<file path="src/rtl/ternary_sampler.sv">
// Ternary coefficient sampler: pulls coin words, slices them LSB-first into bytes
// and emits byte mod 3 as a 2-bit ternary coefficient per index, last index forced to 0.
module ternary_sampler #(
    parameter int N      = 701,
    parameter int COIN_W = 256,
    parameter int IDX_W  = 10
) (
    input  logic              clk,
    input  logic              rst,
    input  logic              start,
    input  logic [COIN_W-1:0] coins,
    input  logic              coins_valid,
    output logic              coins_ready,
    output logic [1:0]        coef_out,
    output logic [IDX_W-1:0]  coef_idx,
    output logic              coef_valid,
    input  logic              coef_ready,
    output logic              busy,
    output logic              done,
    output logic [2:0]        dbg_state
);

    // Handshakes: a word/coefficient moves on a rising edge where valid and ready
    // are both high. coins_ready and coef_valid decode from the state register only,
    // so they never depend on the partner's inputs and are never high together.

    localparam int BYTES = COIN_W / 8;
    localparam int BC_W  = (BYTES > 1) ? $clog2(BYTES) : 1;
    localparam logic [IDX_W-1:0] LAST_SAMPLED = IDX_W'(N - 2);
    localparam logic [IDX_W-1:0] IDX_ONE      = IDX_W'(1);
    localparam logic [BC_W-1:0]  LAST_BYTE    = BC_W'(BYTES - 1);
    localparam logic [BC_W-1:0]  BC_ONE       = BC_W'(1);

    typedef enum logic [2:0] {
        S_IDLE = 3'd0,
        S_LOAD = 3'd1,
        S_EMIT = 3'd2,
        S_LAST = 3'd3,
        S_DONE = 3'd4
    } state_t;

    state_t            state, state_n;
    logic [IDX_W-1:0]  idx;
    logic [BC_W-1:0]   byte_cnt;
    logic [COIN_W-1:0] shreg;
    logic [1:0]        byte_coef;

    // Residue mod 3 by folding base-4 digits (4 = 1 mod 3) until the sum is <= 4.
    function automatic logic [1:0] mod3(input logic [7:0] b);
        logic [3:0] s4;
        logic [2:0] s3;
        logic [2:0] s2;
        logic [2:0] r;
        s4 = {2'b00, b[7:6]} + {2'b00, b[5:4]} + {2'b00, b[3:2]} + {2'b00, b[1:0]};
        s3 = {1'b0, s4[3:2]} + {1'b0, s4[1:0]};
        s2 = {2'b00, s3[2]} + {1'b0, s3[1:0]};
        r  = (s2 >= 3'd3) ? (s2 - 3'd3) : s2;
        return r[1:0];
    endfunction

    assign byte_coef = mod3(shreg[7:0]);
    assign coef_idx  = idx;
    assign dbg_state = state;

    always_ff @(posedge clk or negedge rst) begin
        if (!rst) begin
            state <= S_IDLE;
        end else begin
            state <= state_n;
        end
    end

    always_comb begin
        state_n     = state;
        coins_ready = 1'b0;
        coef_valid  = 1'b0;
        coef_out    = 2'b00;
        busy        = 1'b1;
        done        = 1'b0;
        case (state)
            S_IDLE: begin
                busy = 1'b0;
                if (start) state_n = S_LOAD;
            end
            S_LOAD: begin
                coins_ready = 1'b1;
                if (coins_valid) state_n = S_EMIT;
            end
            S_EMIT: begin
                coef_valid = 1'b1;
                coef_out   = byte_coef;
                if (coef_ready) begin
                    if (idx == LAST_SAMPLED) begin
                        state_n = S_LAST;
                    end else if (byte_cnt == LAST_BYTE) begin
                        state_n = S_LOAD;
                    end
                end
            end
            S_LAST: begin
                coef_valid = 1'b1;
                if (coef_ready) state_n = S_DONE;
            end
            S_DONE: begin
                done    = 1'b1;
                state_n = S_IDLE;
            end
            default: begin
                state_n = S_IDLE;
            end
        endcase
    end

    // In LAST, idx already holds N-1 from the final EMIT increment.
    always_ff @(posedge clk or negedge rst) begin
        if (!rst) begin
            idx      <= '0;
            byte_cnt <= '0;
            shreg    <= '0;
        end else begin
            case (state)
                S_IDLE: begin
                    if (start) idx <= '0;
                end
                S_LOAD: begin
                    if (coins_valid) begin
                        shreg    <= coins;
                        byte_cnt <= '0;
                    end
                end
                S_EMIT: begin
                    if (coef_ready) begin
                        idx      <= idx + IDX_ONE;
                        byte_cnt <= byte_cnt + BC_ONE;
                        shreg    <= shreg >> 8;
                    end
                end
                default: begin
                end
            endcase
        end
    end

endmodule
</file>
<file path="config.mk">
export PLATFORM = sky130hd
export DESIGN_NAME = ternary_sampler
export DESIGN_NICKNAME = d
export VERILOG_FILES = /design/src/rtl/ternary_sampler.sv
export SDC_FILE = /design/constraint.sdc
export NUM_CORES = 1
export LEC_CHECK = 0
export CAP_MARGIN = 40
export CORE_ASPECT_RATIO = 0.75
export CORE_MARGIN = 4
export CORE_UTILIZATION = 51
export CTS_CLUSTER_DIAMETER = 80
export DETAILED_ROUTE_END_ITERATION = 7
export GPL_ROUTABILITY_DRIVEN = 1
export PLACE_DENSITY_LB_ADDON = 0.3
export SETUP_SLACK_MARGIN = 0.1
export SLEW_MARGIN = 20
export SYNTH_ARGS = -nofsm -noshare
export SYNTH_HDL_FRONTEND = slang
export SYNTH_SLANG_ARGS = --single-unit
</file>
<file path="constraint.sdc">
create_clock -name clk -period 5.95 [get_ports clk]
set_input_delay 1.19 -clock clk [delete_from_list [all_inputs] [get_ports clk]]
set_output_delay 1.19 -clock clk [all_outputs]
set_load 0.02 [all_outputs]
</file>
Yosys cells after proc, flatten, opt, wreduce, memory -nomap -nowiden
Cells that the tools add are included.
Storage, ports and cells
  output and inout port bits: 19
  bits in writable memories: 0
  word-level logic and storage cells: 53
  latch bits: 0
  memories kept: 0
  memory bits (read-only): 0
  bits of input ports: 261
  register bits after elaboration: 274
Cells by class
  equality and inequality tests: 11
  bitwise logic cells: 0
  add/sub/neg operators: 8
  magnitude comparators: 1
  reduce and logical (&&, ||, !) cells: 7
  divide/modulo/power cells: 0
  shift-type cells: 0
  mux-type cells: 22
  multipliers: 0
Operators by type and width (number)
  256-bit two-way mux: 2
  256-bit one-hot mux with 2 select lines: 1
  10-bit two-way mux: 2
  10-bit one-hot mux with 2 select lines: 1
  3-bit two-way mux: 6
  3-bit one-hot mux with 4 select lines: 1
  10-bit by 1-bit adder with 10-bit output (second input constant): 1
  10-bit equality test (second input constant): 1
  5-bit two-way mux: 2
  5-bit one-hot mux with 2 select lines: 1
  2-bit != test (second input constant): 4
  2-bit by 2-bit adder with 3-bit output: 2
  3-bit by 2-bit equality test with 1-bit output (second input constant): 2
  3-bit AND reduction: 2
  5-bit by 1-bit adder with 5-bit output (second input constant): 1
  5-bit equality test (second input constant): 1
  5-bit AND reduction: 1
  3-bit by 2-bit adder with 4-bit output: 1
  4-bit by 2-bit adder with 4-bit output: 1
  1-bit two-way mux: 4
  2-bit two-way mux: 2
  2-bit nonzero test: 2
  1-bit by 2-bit adder with 3-bit output: 1
  3-bit by 1-bit equality test with 1-bit output (second input constant): 1
  6 further kinds: 6

Longest topological paths before layout
Gate-level depths: netlist of run 1.
  word-level depth: 8
  mapped depth: 16

Worst setup path before layout of run 1
Ideal clock, no wire load.
  path type: reg2out
  start point: register shreg[1]
  end point: output port coef_out[1]
  arrival time: 3.828 ns
  buffers on the path: 0
  stages on the path, launching flop included: 17
  path slack: 0.932 ns
  required time: 4.760 ns
  path through: dfrtp_1 -> fa_1 -> inv_1 -> fa_1 -> inv_1 -> ha_1 -> fa_1 -> ha_1 -> inv_1 -> fa_1 -> inv_1 -> ha_1 -> inv_1 -> fa_1 -> nor2_1 -> a21oi_1 -> nor2_1
On the way
  word-level cells in the longest chain between the ends: 6
Ends and longest elaborated chain
  start, declared: line 45  | logic [COIN_W-1:0] shreg;
  start signal, assigned: line 127  | shreg <= coins;
  start signal, assigned: line 135  | shreg <= shreg >> 8;
  4-bit by 2-bit adder with 4-bit output *: line 54  | s4 = {2'b00, b[7:6]} + {2'b00, b[5:4]} + {2'b00, b[3:2]} + {2'b00, b[1:0]};
  2-bit by 2-bit adder with 3-bit output *: line 55  | s3 = {1'b0, s4[3:2]} + {1'b0, s4[1:0]};
  1-bit by 2-bit adder with 3-bit output *: line 56  | s2 = {2'b00, s3[2]} + {1'b0, s3[1:0]};
  3-bit by 2-bit >= comparator with 1-bit output / 2-bit subtractor (equally long branches): line 57  | r = (s2 >= 3'd3) ? (s2 - 3'd3) : s2;
  2-bit two-way mux *: line 57
  2-bit two-way mux *: line 80  | case (state)
  end, declared: line 14  | output logic [1:0] coef_out,
Every way passes the cells marked *; elsewhere a longest branch is shown, timed or not.

Final worst setup path of run 1
  start point: register shreg[5]
  end point: output port coef_out[1]
On the way
  word-level cells in the longest chain between the ends: 8
Ends and longest elaborated chain (line)
  2-bit by 2-bit adder with 3-bit output *: 54
  3-bit by 2-bit adder with 4-bit output *: 54
  4-bit by 2-bit adder with 4-bit output *: 54
  2-bit by 2-bit adder with 3-bit output *: 55
  1-bit by 2-bit adder with 3-bit output *: 56
  3-bit by 2-bit >= comparator with 1-bit output / 2-bit subtractor (equally long branches): 57
  2-bit two-way mux *: 57
  2-bit two-way mux *: 80
Marked as above.

==> flow_summary.json, run 1 <==
{
  "status": "completed",
  "number_of_synthesized_flops_with_an_enable_pin": 0,
  "ys_seq_area_frac": 0.563,
  "grt_pass1_wl_mm": 54.0,
  "crit_chain": "fa_1 -> inv_2 -> fa_1 -> inv_1 -> ha_2 -> fa_1 -> ha_1 -> inv_1 -> fa_2 -> inv_2 -> ha_4 -> inv_1 -> fa_1 -> nor2_1 -> a21oi_1 -> nor2_1 -> buf_4",
  "first_iter_violations": 756,
  "worstHoldPathCells": 2,
  "netlist_area_before_placement_um2": 12200,
  "reg2reg_setup_slack_ps": 3380,
  "pwr_density_cell_nw_per_um2": 533,
  "via_count": 10196,
  "cts_hold_buf": 0,
  "most_frequent_cell_on_the_critical_path": "fa_1",
  "antenna_violating_nets_remaining": 0,
  "critPathSlowestCell": "fa_1",
  "cp-start-kind": "flip-flop",
  "globalplace.congestion": 0.863,
  "hold_ws_ps": 500,
  "die-height_um": 142,
  "leakage_dissipation_nw": 7.49,
  "grt.total_usage": 0.248,
  "io_pins": 280,
  "syn-mean-instance-area_um2": 9.70,
  "netlist-cell-type-count": 44,
  "endpoint_kind": "output port",
  "regToRegStartpoint": "dbg_state[1]",
  "timing.final.ws_setup_ps": 254,
  "core_area_um2": 23200,
  "endpoint": "coef_out[1]",
  "worstSkewPairLatency_ps": 530,
  "synthesis.instances": 1255,
  "layout_cell_share_with_drive_strength_beyond_1": 0.0630,
  "report.final.hold_viol_count": 0,
  "cts.htree.levels": 1,
  "worst_ep_required_time_ps": 4760,
  "drt_pass1_iterations": 5,
  "cts_num_sinks": 274,
  "number_of_antenna_violations_at_the_first_check_in_global_routing": 8,
  "report.final.setup_viol": 0,
  "crit-reg2reg-capture": "shreg[191]",
  "mappedNetlistNets": 1530,
  "final_max_slew_viol_count": 0,
  "worst-slew-pin-transition_ps": 833,
  "drt-total-wl_mm": 33.6,
  "count_of_input_and_output_buffers": 279,
  "clock_path_buffers": 3,
  "timing.max_slew.rel_slack": 0.445,
  "row_count": 48,
  "maximum_number_of_pins_on_one_net_before_global_route_repair": 158,
  "final_period_minus_worst_setup_slack_ps": 5700,
  "power_frac_clock": 0.207,
  "critical_path_class": "flip-flop to output port",
  "first_global_vias": 10175,
  "share_seq_of_total_power": 0.375,
  "detailed_place_hpwl_mm": 22.1,
  "drt-wirelength-per-cell_um": 18.6,
  "timing.critical_path.from": "shreg[5]",
  "p_sw_mw": 3.25,
  "viasPerCell": 5.63,
  "clock_tree_from_tritoncts": "done",
  "clock_tree.root_cell": "clkbuf_16",
  "critical_path.max_stage_delay_ps": 570,
  "timing.critical_path.fanout_max": 2,
  "tns_ps": 0,
  "timing.reg2reg.worst_path_depth": 8,
  "synth_top_flop_cell": "dfrtp_1",
  "detailedPlace.worstSlack_ps": 280,
  "synth-warning-count": 0,
  "die_area_um2": 26400,
  "hold_path.class": "flip-flop to flip-flop",
  "critical_path_arrival_ps": 4510,
  "drcViolationCount": 0,
  "rsz_0062_raised_after_global_routing": "no",
  "final_min_period_over_clock_period": 0.957,
  "clkSlewWorstSetupHoldPaths_ps": 60,
  "power.share.switching": 0.380,
  "final_net_count": 1763,
  "ys_ff_latch": 274,
  "power_mw": 8.55,
  "layout.cell_area.non_filler_um2": 16000,
  "area_growth_syn_to_layout_pct": 31.7,
  "power_frac_comb": 0.418,
  "power.internal_mw": 5.30,
  "maxClockFrequency_mhz": 176,
  "max_capacitance_violation_count": 0,
  "numCtsBuffers": 28,
  "synth-async-reset-ratio": 1.00,
  "initial_utilization": 0.524,
  "floorplan.die.width_um": 186,
  "clock_skew_ps": 14.1,
  "grt_remaining_overflow": 0,
  "dpl_cell_area_um2": 15000,
  "worst_case_vdd_ir_drop_uv": 642
}
[critical path: cells and delay by family (launching register included)]
kind | cells | cell delay, ps
AO/OA/AOI/OAI | 1 | 110
adder cells (fa/ha/maj) | 8 | 2940
AND/OR/NAND/NOR | 2 | 90
flip-flops | 1 | 400
buffers and inverters | 6 | 430
[kinds of logic (layout without fill, tap and decap cells)]
group | count (synthesis) | count (layout) | synth area share
fa+ha+maj | 14 | 14 | 0.0181
mux | 1 | 1 | 0.000822
compound gates | 537 | 537 | 0.258
buf+inv | 355 | 608 | 0.127
other cells | 0 | 4 | 0
simple gates | 73 | 73 | 0.0329
xor+xnor | 1 | 1 | 0.000720
flops | 274 | 274 | 0.563
[synth_stat cells, types with 6 or more instances]
| master | n | area share |
|---|---|---|
| fa_1 | 6 | 0.0099 |
| a21oi_1 | 229 | 0.094 |
| clkbuf_1 | 51 | 0.016 |
| nand2_1 | 15 | 0.0046 |
| buf_6 | 25 | 0.023 |
| nand3_1 | 21 | 0.0086 |
| nor2_1 | 9 | 0.0028 |
| buf_1 | 6 | 0.0018 |
| o21ai_0 | 21 | 0.0086 |
| o22ai_1 | 248 | 0.13 |
| a21oi_2 | 20 | 0.014 |
| buf_2 | 10 | 0.0041 |
| ha_1 | 8 | 0.0082 |
| dfrtp_1 | 274 | 0.56 |
| inv_1 | 261 | 0.080 |
[power by group through the flow]
stage / combinational, mW / sequential (mW) / clock (mW)
3_3_place_gp: 3.25 / 3.20 / 0
2_1_floorplan: 2.58 / 3.09 / 0
3_5_place_dp: 3.44 / 3.24 / 0
6_report: 3.58 / 3.21 / 1.77
4_1_cts: 3.42 / 3.21 / 1.80
5_1_grt: 4.07 / 3.31 / 1.87
[placed cells by master (no fill, tap or decap), drive strengths merged, types with 2 or more instances in the layout]
| cell | synthesis | routed |
|---|---|---|
| and3 | 2 | 2 |
| nand3b | 3 | 3 |
| clkinv | 0 | 7 |
| nand3 | 21 | 21 |
| o21ai | 21 | 21 |
| o22ai | 248 | 248 |
| o2bb2ai | 2 | 2 |
| inv | 261 | 261 |
| or4 | 5 | 5 |
| nand2 | 15 | 15 |
| nand4bb | 2 | 2 |
| nor2 | 9 | 9 |
| ha | 8 | 8 |
| dfrtp | 274 | 274 |
| a21oi | 249 | 249 |
| fa | 6 | 6 |
| nand2b | 5 | 5 |
| clkdlybuf4s50 | 0 | 276 |
| bufinv | 0 | 2 |
| buf | 43 | 20 |
| o311ai | 5 | 5 |
| o211ai | 4 | 4 |
| clkbuf | 51 | 41 |
| diode | 0 | 4 |
| or3b | 2 | 2 |
| nand4 | 3 | 3 |
[metrics by stage]
| stage | utilization | std cells |
|---|---|---|
| 2_1_floorplan | - | 1255 |
| 3_3_place_gp | 0.642 | 1750 |
| 3_5_place_dp | 0.644 | 1752 |
| 4_1_cts | 0.684 | 1802 |
| 5_1_grt | 0.690 | 1812 |
| 6_report | 0.690 | 1812 |
[routing by layer]
metal / GRT usage / vias to the layer above / wire (um)
met2: 0.385 / 315 / 15600
met4: 0.0572 / 8 / 656
met1: 0.348 / 4968 / 14400
met5: 0 / - / 57
met3: 0.0767 / 54 / 2920
li1: - / 4851 / -
[worst min path at each step]
stage                     startpoint          to  slack [ps]
after floorplan           shreg[248]  shreg[248]         470
after global placement    shreg[248]  shreg[248]         480
after detailed placement  shreg[250]  shreg[250]         490
after CTS                 shreg[252]  shreg[252]         510
after global routing       shreg[84]   shreg[84]         530
final                     shreg[252]  shreg[252]         500
[registers in the layout, summed over array words and instances, names as in the netlist]
| name | count |
|---|---|
| byte_cnt | 5 |
| coef_idx | 10 |
| dbg_state | 3 |
| shreg | 256 |
[area by class of cell]
cell class | count | area [um2]
flip-flops and latches | 274 | 6860
diodes | 4 | 10.0
multi-input cells | 626 | 3830
repair buffers | 297 | 3060
clock inverters | 10 | 103
well taps | 300 | 375
inverters | 261 | 980
clock buffers | 40 | 827
fillers | 1817 | 7200
[what timing repair did]
action	4_1_cts	5_1_grt
pin swaps	0	3
endpoints found under the setup margin	2	2
buffers inserted	0	1
hold endpoints to repair	0	0
resized for setup	8	6
Note: power is estimated with default switching activity, not from simulation.
==> inputs of run 2 (changes only) <==
--- a/config.mk
+++ b/config.mk
@@ -5,10 +5,9 @@
 export SDC_FILE = /design/constraint.sdc
 export NUM_CORES = 1
 export LEC_CHECK = 0
-export CAP_MARGIN = 40
 export CORE_ASPECT_RATIO = 0.75
 export CORE_MARGIN = 4
-export CORE_UTILIZATION = 51
+export CORE_UTILIZATION = 54
 export CTS_CLUSTER_DIAMETER = 80
 export DETAILED_ROUTE_END_ITERATION = 7
 export GPL_ROUTABILITY_DRIVEN = 1
==> constraint.sdc (replaced) <==
create_clock -name clk -period 6.55 [get_ports clk]
set_input_delay 1.31 -clock clk [delete_from_list [all_inputs] [get_ports clk]]
set_output_delay 1.31 -clock clk [all_outputs]
set_load 0.02 [all_outputs]
==> flow_summary.json, run 2 (synthesis results as in run 1) <==
{
  "leakage_dissipation_nw": 7.43,
  "antenna_violating_nets_remaining": 0,
  "timing.max_slew.rel_slack": 0.222,
  "share_seq_of_total_power": 0.386,
  "report.final.setup_viol": 0,
  "hold_ws_ps": 502,
  "status": "completed",
  "final_net_count": 1752,
  "power.internal_mw": 4.69,
  "layout.cells.most_common_list": "276 x clkdlybuf4s50_1, 274 x dfrtp_1, 261 x inv_1, 248 x o22ai_1, 229 x a21oi_1",
  "io_pins": 280,
  "globalplace.congestion": 0.876,
  "post_cts.resized_instances": 0,
  "drt-wirelength-per-cell_um": 18.1,
  "initial_utilization": 0.551,
  "final_min_period_over_clock_period": 0.899,
  "floorplan.die.width_um": 181,
  "power_mw": 7.57,
  "grt_pass1_wl_mm": 52.9,
  "area_growth_syn_to_layout_pct": 30.2,
  "crit_chain": "fa_1 -> inv_1 -> fa_1 -> inv_1 -> ha_1 -> fa_1 -> ha_1 -> inv_1 -> fa_1 -> inv_1 -> ha_1 -> inv_1 -> fa_1 -> nor2_1 -> a21oi_1 -> nor2_1 -> dlymetal6s2s_1",
  "cp-start-kind": "flip-flop",
  "layout.cells.most_common": "clkdlybuf4s50_1",
  "layout.filler_cells": 1644,
  "viasPerCell": 5.64,
  "multiInputGateArea_um2": 3810,
  "worstSkewPairLatency_ps": 540,
  "grt_remaining_overflow": 0,
  "timing.final.ws_setup_ps": 661,
  "largest_register_ff_count": 256,
  "clock_tree_from_tritoncts": "done",
  "drt_pass1_iterations": 5,
  "drt-total-wl_mm": 32.5,
  "final-seq-area_um2": 6860,
  "report.final.hold_viol_count": 0,
  "post_cts_buffers": 0,
  "power.share.switching": 0.380,
  "detailed_place_hpwl_mm": 20.9,
  "critical_path_class": "flip-flop to output port",
  "worst-slew-pin-transition_ps": 1170,
  "count_of_input_and_output_buffers": 279,
  "number_of_antenna_violations_at_the_first_check_in_global_routing": 6,
  "critical_path.max_stage_delay_ps": 550,
  "pwr_density_cell_nw_per_um2": 478,
  "clock_tree.root_cell": "clkbuf_16",
  "critPathSlowestCell": "fa_1",
  "numCtsBuffers": 27,
  "row_count": 47,
  "max_flop_register": "shreg",
  "drcViolationCount": 0,
  "die-height_um": 138,
  "cts_hold_buf": 0,
  "final_period_minus_worst_setup_slack_ps": 5890,
  "clkSlewWorstSetupHoldPaths_ps": 60,
  "core_area_um2": 22100,
  "hold_path.class": "flip-flop to flip-flop",
  "first_iter_violations": 871,
  "grt.total_usage": 0.252,
  "maxClockFrequency_mhz": 170,
  "final_max_slew_viol_count": 0,
  "p_sw_mw": 2.88,
  "clock_path_buffers": 3,
  "clock_skew_ps": 16.3,
  "die_area_um2": 25000,
  "first_global_vias": 10192,
  "via_count": 10119,
  "cts_num_sinks": 274,
  "power_frac_comb": 0.408,
  "detailedPlace.worstSlack_ps": 852,
  "cts.htree.levels": 1,
  "worst_case_vdd_ir_drop_uv": 686,
  "rsz_0062_raised_after_global_routing": "no",
  "worst_ep_required_time_ps": 5240,
  "critical_path_arrival_ps": 4580,
  "timing.critical_path.fanout_max": 2,
  "layout_cell_share_with_drive_strength_beyond_1": 0.0481,
  "maximum_number_of_pins_on_one_net_before_global_route_repair": 261,
  "power_frac_clock": 0.206,
  "timing.critical_path.buf_inv": 6,
  "dp.cells": 1741,
  "layout.cell_area.non_filler_um2": 15800,
  "dpl_cell_area_um2": 14900,
  "fin_util": 0.717,
  "endpoint_kind": "output port",
  "tns_ps": 0,
  "fin_cells": 1794,
  "critPathTopFamily": "adder cells",
  "max_capacitance_violation_count": 0
}
run 2: cell count changes in the layout (fill, tap and decap cells not counted), moves of 2 or more:
cell,change
buf_12,+2
buf_16,-4
buf_4,-7
clkbuf_1,+5
clkbuf_16,-2
clkinv_2,-5
dlymetal6s2s_1,+2
ha_1,+2
inv_1,+2
inv_2,-2
run 2: layer usage:
metal  track usage  part of all wire  wire length [um]
met1         0.359              0.43             14000
met2         0.389              0.46             15000
met3        0.0628             0.074              2410
met4        0.0746             0.033              1070
met5             0            0.0012                38
run 2: path summary, 6_finish.rpt:
check	from	endpoint	slack (ps)	cells after the start
setup / recovery	shreg[1]	coef_out[1]	660	17
max in group asynchronous	rst	shreg[152]	4600	2
min in group asynchronous	rst	shreg[3]	770	1
hold / removal	shreg[251]	shreg[251]	500	2
setup reg to reg	dbg_state[1]	coef_idx[8]	3290	4
hold reg to reg	shreg[251]	shreg[251]	500	2
run 2: cell type report:
type | instances | share of cell area
clock buffer | 44 | 0.0511
antenna | 3 | 0.000474
inverter | 261 | 0.0618
timing repair buffer | 287 | 0.185
clock inverter | 5 | 0.00497
tap | 294 | 0.0232
multi-input combinational | 626 | 0.241
sequential | 274 | 0.433
run 2: tightest hold or removal path, stage by stage (launching register included):
cell,delay (ps)
dfrtp_1,340
nand3_1,60
o21ai_0,60
run 2: power groups by stage:
stage,Clock (mW),Sequential [mW],Combinational (mW)
floorplan,0,2.80,2.34
global placement,0,2.90,2.95
detailed placement,0,2.93,3.08
CTS,1.59,2.91,3.12
global route,1.67,3.01,3.51
finish,1.56,2.92,3.09
